File: src/rtl/rr_sel_arb4.sv
// ---------------------------------------------------------------------------
// rr_sel_arb4 -- four-source round-robin arbiter feeding a 4:1 mux.
//
// One source at a time holds the grant. A tenure ends on done, on the granted
// source dropping its request, or after MAX_HOLD cycles. The next winner is
// then chosen by a rotating-priority search that starts just after the
// releasing source. Every output is registered.
//
// Ports
//   clk   in   1  rising-edge clock
//   rst   in   1  synchronous active-high reset
//   req   in   4  request per source (bit i -> mux input i)
//   done  in   1  granted source releases its grant (ignored while idle)
//   sel   out  2  mux select = index of the granted source (holds when idle)
//   gnt   out  4  one-hot grant, zero when idle
//   busy  out  1  high while a grant is active (equals |gnt)
// ---------------------------------------------------------------------------
module rr_sel_arb4 #(
  parameter int MAX_HOLD = 8
) (
  input  logic       clk,
  input  logic       rst,
  input  logic [3:0] req,
  input  logic       done,
  output logic [1:0] sel,
  output logic [3:0] gnt,
  output logic       busy
);

  typedef enum logic [0:0] {
    ST_IDLE  = 1'b0,
    ST_GRANT = 1'b1
  } state_t;

  // Counter value of the last cycle a tenure may last.
  localparam logic [7:0] HOLD_LAST = 8'(MAX_HOLD - 1);

  state_t     state_r;
  state_t     state_nxt_s;
  logic [1:0] ptr_r;
  logic [1:0] ptr_nxt_s;
  logic [7:0] cnt_r;
  logic [7:0] cnt_nxt_s;
  logic [1:0] owner_nxt_s;
  logic [2:0] pick_s;
  logic       release_s;
  logic [1:0] sel_r;
  logic [3:0] gnt_r;
  logic       busy_r;
  logic [1:0] sel_nxt_s;
  logic [3:0] gnt_nxt_s;
  logic       busy_nxt_s;

  // Rotating-priority search. Returns {found, index}. The loop walks from the
  // lowest-priority slot to the highest so the highest-priority hit is the
  // last one written.
  function automatic logic [2:0] rr_pick(input logic [3:0] r, input logic [1:0] start);
    logic [2:0] res;
    logic [1:0] idx;
    res = 3'b000;
    for (int i = 3; i >= 0; i--) begin
      idx = start + 2'(i);
      if (r[idx]) begin
        res = {1'b1, idx};
      end else begin
        res = res;
      end
    end
    return res;
  endfunction

  // State and internal register update.
  always_ff @(posedge clk) begin
    if (rst) begin
      state_r <= ST_IDLE;
      ptr_r   <= 2'd0;
      cnt_r   <= 8'd0;
    end else begin
      state_r <= state_nxt_s;
      ptr_r   <= ptr_nxt_s;
      cnt_r   <= cnt_nxt_s;
    end
  end

  // Next-state logic: release detection, winner search, tenure counting.
  always_comb begin
    state_nxt_s = state_r;
    ptr_nxt_s   = ptr_r;
    cnt_nxt_s   = cnt_r;
    owner_nxt_s = sel_r;
    release_s   = 1'b0;
    pick_s      = 3'b000;
    case (state_r)
      ST_IDLE: begin
        pick_s = rr_pick(req, ptr_r);
        if (pick_s[2]) begin
          state_nxt_s = ST_GRANT;
          owner_nxt_s = pick_s[1:0];
          cnt_nxt_s   = 8'd0;
        end else begin
          state_nxt_s = ST_IDLE;
        end
      end
      ST_GRANT: begin
        release_s = done | ~req[sel_r] | (cnt_r == HOLD_LAST);
        if (release_s) begin
          // Searching from sel+1 leaves the releasing source at the lowest
          // priority, so it only wins back when nobody else is asking.
          ptr_nxt_s = sel_r + 2'd1;
          pick_s    = rr_pick(req, sel_r + 2'd1);
          cnt_nxt_s = 8'd0;
          if (pick_s[2]) begin
            state_nxt_s = ST_GRANT;
            owner_nxt_s = pick_s[1:0];
          end else begin
            state_nxt_s = ST_IDLE;
          end
        end else begin
          cnt_nxt_s = cnt_r + 8'd1;
        end
      end
      default: begin
        state_nxt_s = ST_IDLE;
      end
    endcase
  end

  // Output decode for the coming cycle; sel keeps its value while idle.
  always_comb begin
    sel_nxt_s  = sel_r;
    gnt_nxt_s  = 4'b0000;
    busy_nxt_s = 1'b0;
    case (state_nxt_s)
      ST_GRANT: begin
        sel_nxt_s  = owner_nxt_s;
        gnt_nxt_s  = 4'b0001 << owner_nxt_s;
        busy_nxt_s = 1'b1;
      end
      ST_IDLE: begin
        sel_nxt_s  = sel_r;
        gnt_nxt_s  = 4'b0000;
        busy_nxt_s = 1'b0;
      end
      default: begin
        sel_nxt_s  = sel_r;
        gnt_nxt_s  = 4'b0000;
        busy_nxt_s = 1'b0;
      end
    endcase
  end

  // Output registers: sel and gnt load on the same edge so they never disagree.
  always_ff @(posedge clk) begin
    if (rst) begin
      sel_r  <= 2'd0;
      gnt_r  <= 4'b0000;
      busy_r <= 1'b0;
    end else begin
      sel_r  <= sel_nxt_s;
      gnt_r  <= gnt_nxt_s;
      busy_r <= busy_nxt_s;
    end
  end

  assign sel  = sel_r;
  assign gnt  = gnt_r;
  assign busy = busy_r;

endmodule

File: config.mk
export PLATFORM = sky130hd
export DESIGN_NAME = rr_sel_arb4
export DESIGN_NICKNAME = d
export VERILOG_FILES = /design/src/rtl/rr_sel_arb4.sv
export SDC_FILE = /design/constraint.sdc
export NUM_CORES = 1
export LEC_CHECK = 0
export ABC_AREA = 1
export CORE_MARGIN = 3
export CORE_UTILIZATION = 46
export CTS_CLUSTER_DIAMETER = 40
export CTS_CLUSTER_SIZE = 24
export DETAILED_ROUTE_END_ITERATION = 10
export PLACE_DENSITY = 0.79
export SLEW_MARGIN = 20
export SYNTH_ARGS = -nofsm -noshare
export SYNTH_HDL_FRONTEND = slang
export SYNTH_SLANG_ARGS = --single-unit
export TNS_END_PERCENT = 30
File: constraint.sdc
create_clock -name clk -period 2.2 [get_ports clk]
set_clock_uncertainty 0.1 [all_clocks]
set_input_delay 0.22 -clock clk [delete_from_list [all_inputs] [get_ports clk]]
set_output_delay 0.22 -clock clk [all_outputs]
set_load 0.01 [all_outputs]
==> impl_metrics.toml, run 1 <==
[floorplan]
fp.dieW_um = 57.7
initial_core_util = 0.492
fp-row-count = 18
die_area_sq_um = 3330
die_y_um = 57.7
core_sq_um = 2500
io-pin-count = 14

[layout]
num-fill-cells = 245
nNetsFinal = 231
drive_above_1_share = 0.122
area_growth_syn_to_layout_pct = 14.5
diodes = 0

[logic_synthesis]
ys_seq_elements = 17
synth_area_sq_um = 1230
synth_area_leaders = "dfxtp_1 (28%), nand2_1 (25%), nor2_1 (7.0%), nand3_1 (6.1%), inv_1 (5.8%)"
avgSynthCellArea_sq_um = 5.95
synth_top_area_share = 0.276
syn_inst = 207
synth_top_area_cell = "dfxtp_1"
yosys_warnings = 0
synth.net_count = 215
synth_seq_area_share = 0.276
synth_cell_types = 22

[clocking]
postCtsHoldBufs = 0
clock_path_buffers = 2
htreeDepth = 1
cts_buffers = 3
tritoncts = "yes"
cts_root_buffer = "clkbuf_4"
clk_latency_ns = 0.29
path_clk_slew_ns = 0.10
postCtsSetupRepairBufs = 0
cts_resized = 0
cts.sinks = 17

[setup_path]
worstRegToRegCells = 14
critPathArrivalTime_ns = 1.90
end_kind = "register"
r2r_end = "gnt[0]"
critical_path_peak_fanout = 13
crit_slowest_cell = "dfxtp_1"
critPathLaunchType = "register"
critical_path_class = "reg2reg"
reg2reg_from = "sel[0]"
cp.required_ns = 2.33
worst_path_most_repeated_cell = "nand2_1"
cpPeakStageDelay_ns = 0.31
critical_path.cell_chain = "buf_4, inv_1, nand2_1, nand2_2, nand2_1, nand2_1, nand2_1, nand2_1, nand2_1, nand2_1, nand2_1, nand2_2, nand3_1, nor2_1"
r2r_setup_slack_ns = 0.43

[min_path]
hp-class = "reg2reg"
worstHoldEndpoint = "cnt_r[3]"
hold_start = "cnt_r[3]"
holdPathStages = 2

[detailed_routing]
vias = 1215
wire_per_inst_um = 9.80
first_pass_iters = 4
viasPerCell = 4.82
drtAntennaViolNets = 0
drc = 0
wirelength_um = 2470
first_iter_violations = 50

[timing]
rsz0062_at_grt = "no"
finalCritPeriodShare = 0.804
tightestPinTransition_ns = 0.418
fmax_mhz = 565
hold_viol = 0
drv_slew = 0
slew_headroom = 0.721
setup_slack_ns = 0.431
fin_setup_tns_ns = 0
finalCriticalPeriod_ns = 1.77
setup-violations-final = 0

[pwr]
ir_drop_mv = 0.746
power.leakage_uw = 0.000684
power.density_nw_per_um2 = 1060
power_uw = 1490

[grt]
track_usage = 0.165
first_global_vias = 1071
grt_pass1_wl_um = 4390
globalRouteOverflowTotal = 0
antenna_found_initial = 0
grt_max_degree = 14

[place]
pre_cts_ws_ns = 0.253
portBuffers = 13
dp_hpwl_um = 1980
place_congestion = 0.827

[run]
drv_cap = 0

[outcome]
status = "complete, no violations"
[cells by family (layout without fill, tap and decap cells)]
kind of cell / Yosys count / count (layout) / synth area share
xor gates and xnor gates: 2 / 2 / 0.0142
DFF: 17 / 17 / 0.276
adders and majority gates: 1 / 1 / 0.0102
AOI/OAI and AO/OA: 23 / 23 / 0.113
buffers and inverters: 26 / 41 / 0.0884
and+or+nand+nor: 138 / 138 / 0.498
[cell usage after synthesis]
library cell and n:
nand2_2 5, ha_1 1, nand3_2 1, nor2_1 23
nand2_4 3, nand3b_1 3, buf_4 1, clkbuf_1 1
nand3_1 15, inv_2 4, o21ai_0 5, xor2_1 2
buf_6 1, nand2_1 82, a21oi_1 11, nor3_1 1
nor2_4 2, a211oi_1 2, o21ai_2 5, dfxtp_1 17
inv_1 19, nor2_2 3
[area by class of cell]
class / instances / area (sq um) / area share
clock buffer: 4 / 26.3 / 0.0186
timing repair buffer: 14 / 138 / 0.0976
tap: 30 / 37.5 / 0.0266
sequential: 17 / 340 / 0.241
inverter: 23 / 86.3 / 0.0612
multi-input combinational: 164 / 782 / 0.555
[report_power, final]
part / internal (uW) / switching, uW
combinational: 348 / 557
clock: 70.6 / 99.0
sequential: 365 / 51.6
[layout by cell type, fill, tap and decap left out]
| cell type | instances |
|---|---|
| nand3_2 | 1 |
| buf_4 | 1 |
| nor2_2 | 3 |
| clkbuf_1 | 1 |
| inv_1 | 19 |
| o21ai_2 | 5 |
| nor2_1 | 23 |
| nand2_2 | 5 |
| nand3b_1 | 3 |
| nor3_1 | 1 |
| xor2_1 | 2 |
| ha_1 | 1 |
| clkdlybuf4s50_1 | 13 |
| nand3_1 | 15 |
| inv_2 | 4 |
| o21ai_0 | 5 |
| nand2_4 | 3 |
| a21oi_1 | 11 |
| dfxtp_1 | 17 |
| a211oi_1 | 2 |
| clkbuf_4 | 3 |
| nand2_1 | 82 |
| nor2_4 | 2 |
[stage by stage]
stage               hold slack [ns]  std cells  utilization  cell area [sq um]
detailed placement            0.354        248        0.554               1380
CTS                           0.369        252        0.564               1410
finish                        0.370        252        0.564               1410
global route                  0.421        252        0.564               1410
floorplan                     0.214        207            -               1230
global placement              0.357        248        0.554               1380
[worst max-delay path, delay by kind of cell (launching register included)]
kind / cells / cell delay (ns)
AND/OR/NAND/NOR: 12 / 0.97
buffers and inverters: 2 / 0.34
flip-flops: 1 / 0.31
[per-layer routing]
| layer | part of all wire | vias up | global-route usage |
|---|---|---|---|
| met5 | 0 | - | 0 |
| met3 | 0.0097 | 2 | 0.0334 |
| li1 | - | 682 | - |
| met4 | 0.0085 | 0 | 0.0497 |
| met2 | 0.43 | 8 | 0.248 |
| met1 | 0.55 | 523 | 0.236 |
[registers in the layout, summed over array words and instances, names as in the netlist]
name	count
gnt	4
sel	2
state_r	1
ptr_r	2
cnt_r	8
[how the worst max path moves through the flow]
stage                     cells past startpoint  endpoint  startpoint
after global routing                         11    sel[0]    ptr_r[0]
final                                        14    gnt[0]      sel[0]
after detailed placement                     13    gnt[0]      req[1]
after global placement                       14    gnt[1]      req[0]
after CTS                                    11    sel[0]    ptr_r[0]
after floorplan                              14    sel[0]      sel[0]
Note: power is estimated with default switching activity, not from simulation.
==> inputs of run 2 (changes only) <==
- clock period: 2.2 -> 1.8 ns (I/O delays scaled with it)
==> run 2 against run 1 <==
  * Design area grew 5.2%
  * Via count grew 6.0%
  * Clock-buffer cell count shrank 1
  * Register-to-register slack lost 0.27 ns
  * Combinational power grew 28%
  * Core utilization grew 3.0 points
  * Largest cell class unchanged
  * Highest routed layer unchanged
==> impl_metrics.toml, run 2 (synthesis results as in run 1) <==
[setup_path]
cpPeakStageDelay_ns = 0.52
critPathLaunchType = "register"
crit_slowest_cell = "clkdlybuf4s50_1"
cp_num_buf_inv = 2
end_kind = "output pin"
critical_path_peak_fanout = 5
cp.required_ns = 1.52
path_delay_family = "buffers and inverters"
critical_path.cell_chain = "buf_4, clkdlybuf4s50_1"
critPathArrivalTime_ns = 1.42
critical_path_class = "reg2out"

[clocking]
path_clk_slew_ns = 0.11
htreeDepth = 1
tritoncts = "yes"
clock_path_buffers = 2
cts.sinks = 17
postCtsHoldBufs = 0
cts_root_buffer = "clkbuf_4"
cts_buffers = 3
clk_latency_ns = 0.30

[grt]
track_usage = 0.163
globalRouteOverflowTotal = 0
grt_max_degree = 12
first_global_vias = 1063
antenna_found_initial = 0
grt_pass1_wl_um = 4420

[layout]
nNetsFinal = 238
largest_register_ffs = 8
layout_common_cells = "nand2_1 (82), nor2_1 (22), inv_1 (19)"
top_register = "cnt_r"
area_growth_syn_to_layout_pct = 20.5
stdcell_area_sq_um = 1480
layout_commonest_cell = "nand2_1"
diodes = 0
stdcell_count = 259
drive_above_1_share = 0.183

[timing]
finalCriticalPeriod_ns = 1.70
finalCritPeriodShare = 0.943
drv_slew = 0
rsz0062_at_grt = "no"
fmax_mhz = 589
setup-violations-final = 0
tightestPinTransition_ns = 0.232
slew_headroom = 0.845
holdWs_ns = 0.368
hold_viol = 0

[detailed_routing]
wire_per_inst_um = 10.0
viasPerCell = 4.97
wirelength_um = 2590
first_iter_violations = 25
vias = 1288
drc = 0
first_pass_iters = 4
drtAntennaViolNets = 0

[run]
drv_cap = 0

[floorplan]
io-pin-count = 14
fp.dieW_um = 57.7
die_area_sq_um = 3330
die_y_um = 57.7
core_sq_um = 2500
fp-row-count = 18
initial_core_util = 0.492

[pwr]
ir_drop_mv = 0.814
power.density_nw_per_um2 = 1270
power.leakage_uw = 0.000724

[place]
place_congestion = 0.811
portBuffers = 13
place_area_sq_um = 1440
placed_cells = 255
dp_hpwl_um = 2040

[min_path]
hp-class = "reg2reg"

[outcome]
status = "complete, no violations"
## run 2: cell count changes in the layout (fill, tap and decap cells not counted), sizes merged
cell	delta
clkinv	+1
clkbuf	-1
buf	+7
## run 2: final timing paths
kind,to,depth (start not counted),start,slack [ns]
hold / removal,cnt_r[0],1,cnt_r[0],0.37
setup reg to reg,gnt[1],12,cnt_r[0],0.16
setup / recovery,sel[1],2,sel[1],0.10
hold reg to reg,cnt_r[0],1,cnt_r[0],0.37
## run 2: area by class of cell
type                            count  area, sq um
Inverter                           23         88.8
Clock buffer                        3         22.5
Fill cell                         237         1020
Tap cell                           30         37.5
Clock inverter                      1         5.00
Timing Repair Buffer               21          194
Multi-Input combinational cell    164          787
Sequential cell                    17          349
## run 2: per-layer routing
layer  GRT usage  share of wire
met1       0.235           0.52
met2       0.250           0.44
met3      0.0312          0.032
met4      0.0397         0.0085
met5           0              0
## run 2: where the power goes
group	leakage (uW)	internal [uW]	switching (uW)
registers	0.000141	454	61.9
clock network	0.0000177	82.9	133
logic	0.000565	463	695
total	0.000724	1000	891
## run 2: metrics by stage
stage | setup WS, ns | power [uW] | TNS, ns | utilization
after global routing | 0.0102 | 2060 | 0 | 0.594
after detailed placement | -0.0971 | 1660 | -0.350 | 0.575
after global placement | -0.0649 | 1650 | -0.214 | 0.575
final | 0.102 | 1890 | 0 | 0.594
after floorplan | 0.219 | 1370 | 0 | -
after CTS | 0.0775 | 1880 | 0 | 0.586
## run 2: what timing repair did
action / CTS / global route
buffers inserted: 0 / 0
gates resized for setup: 0 / 10
setup endpoints to repair: 0 / 5
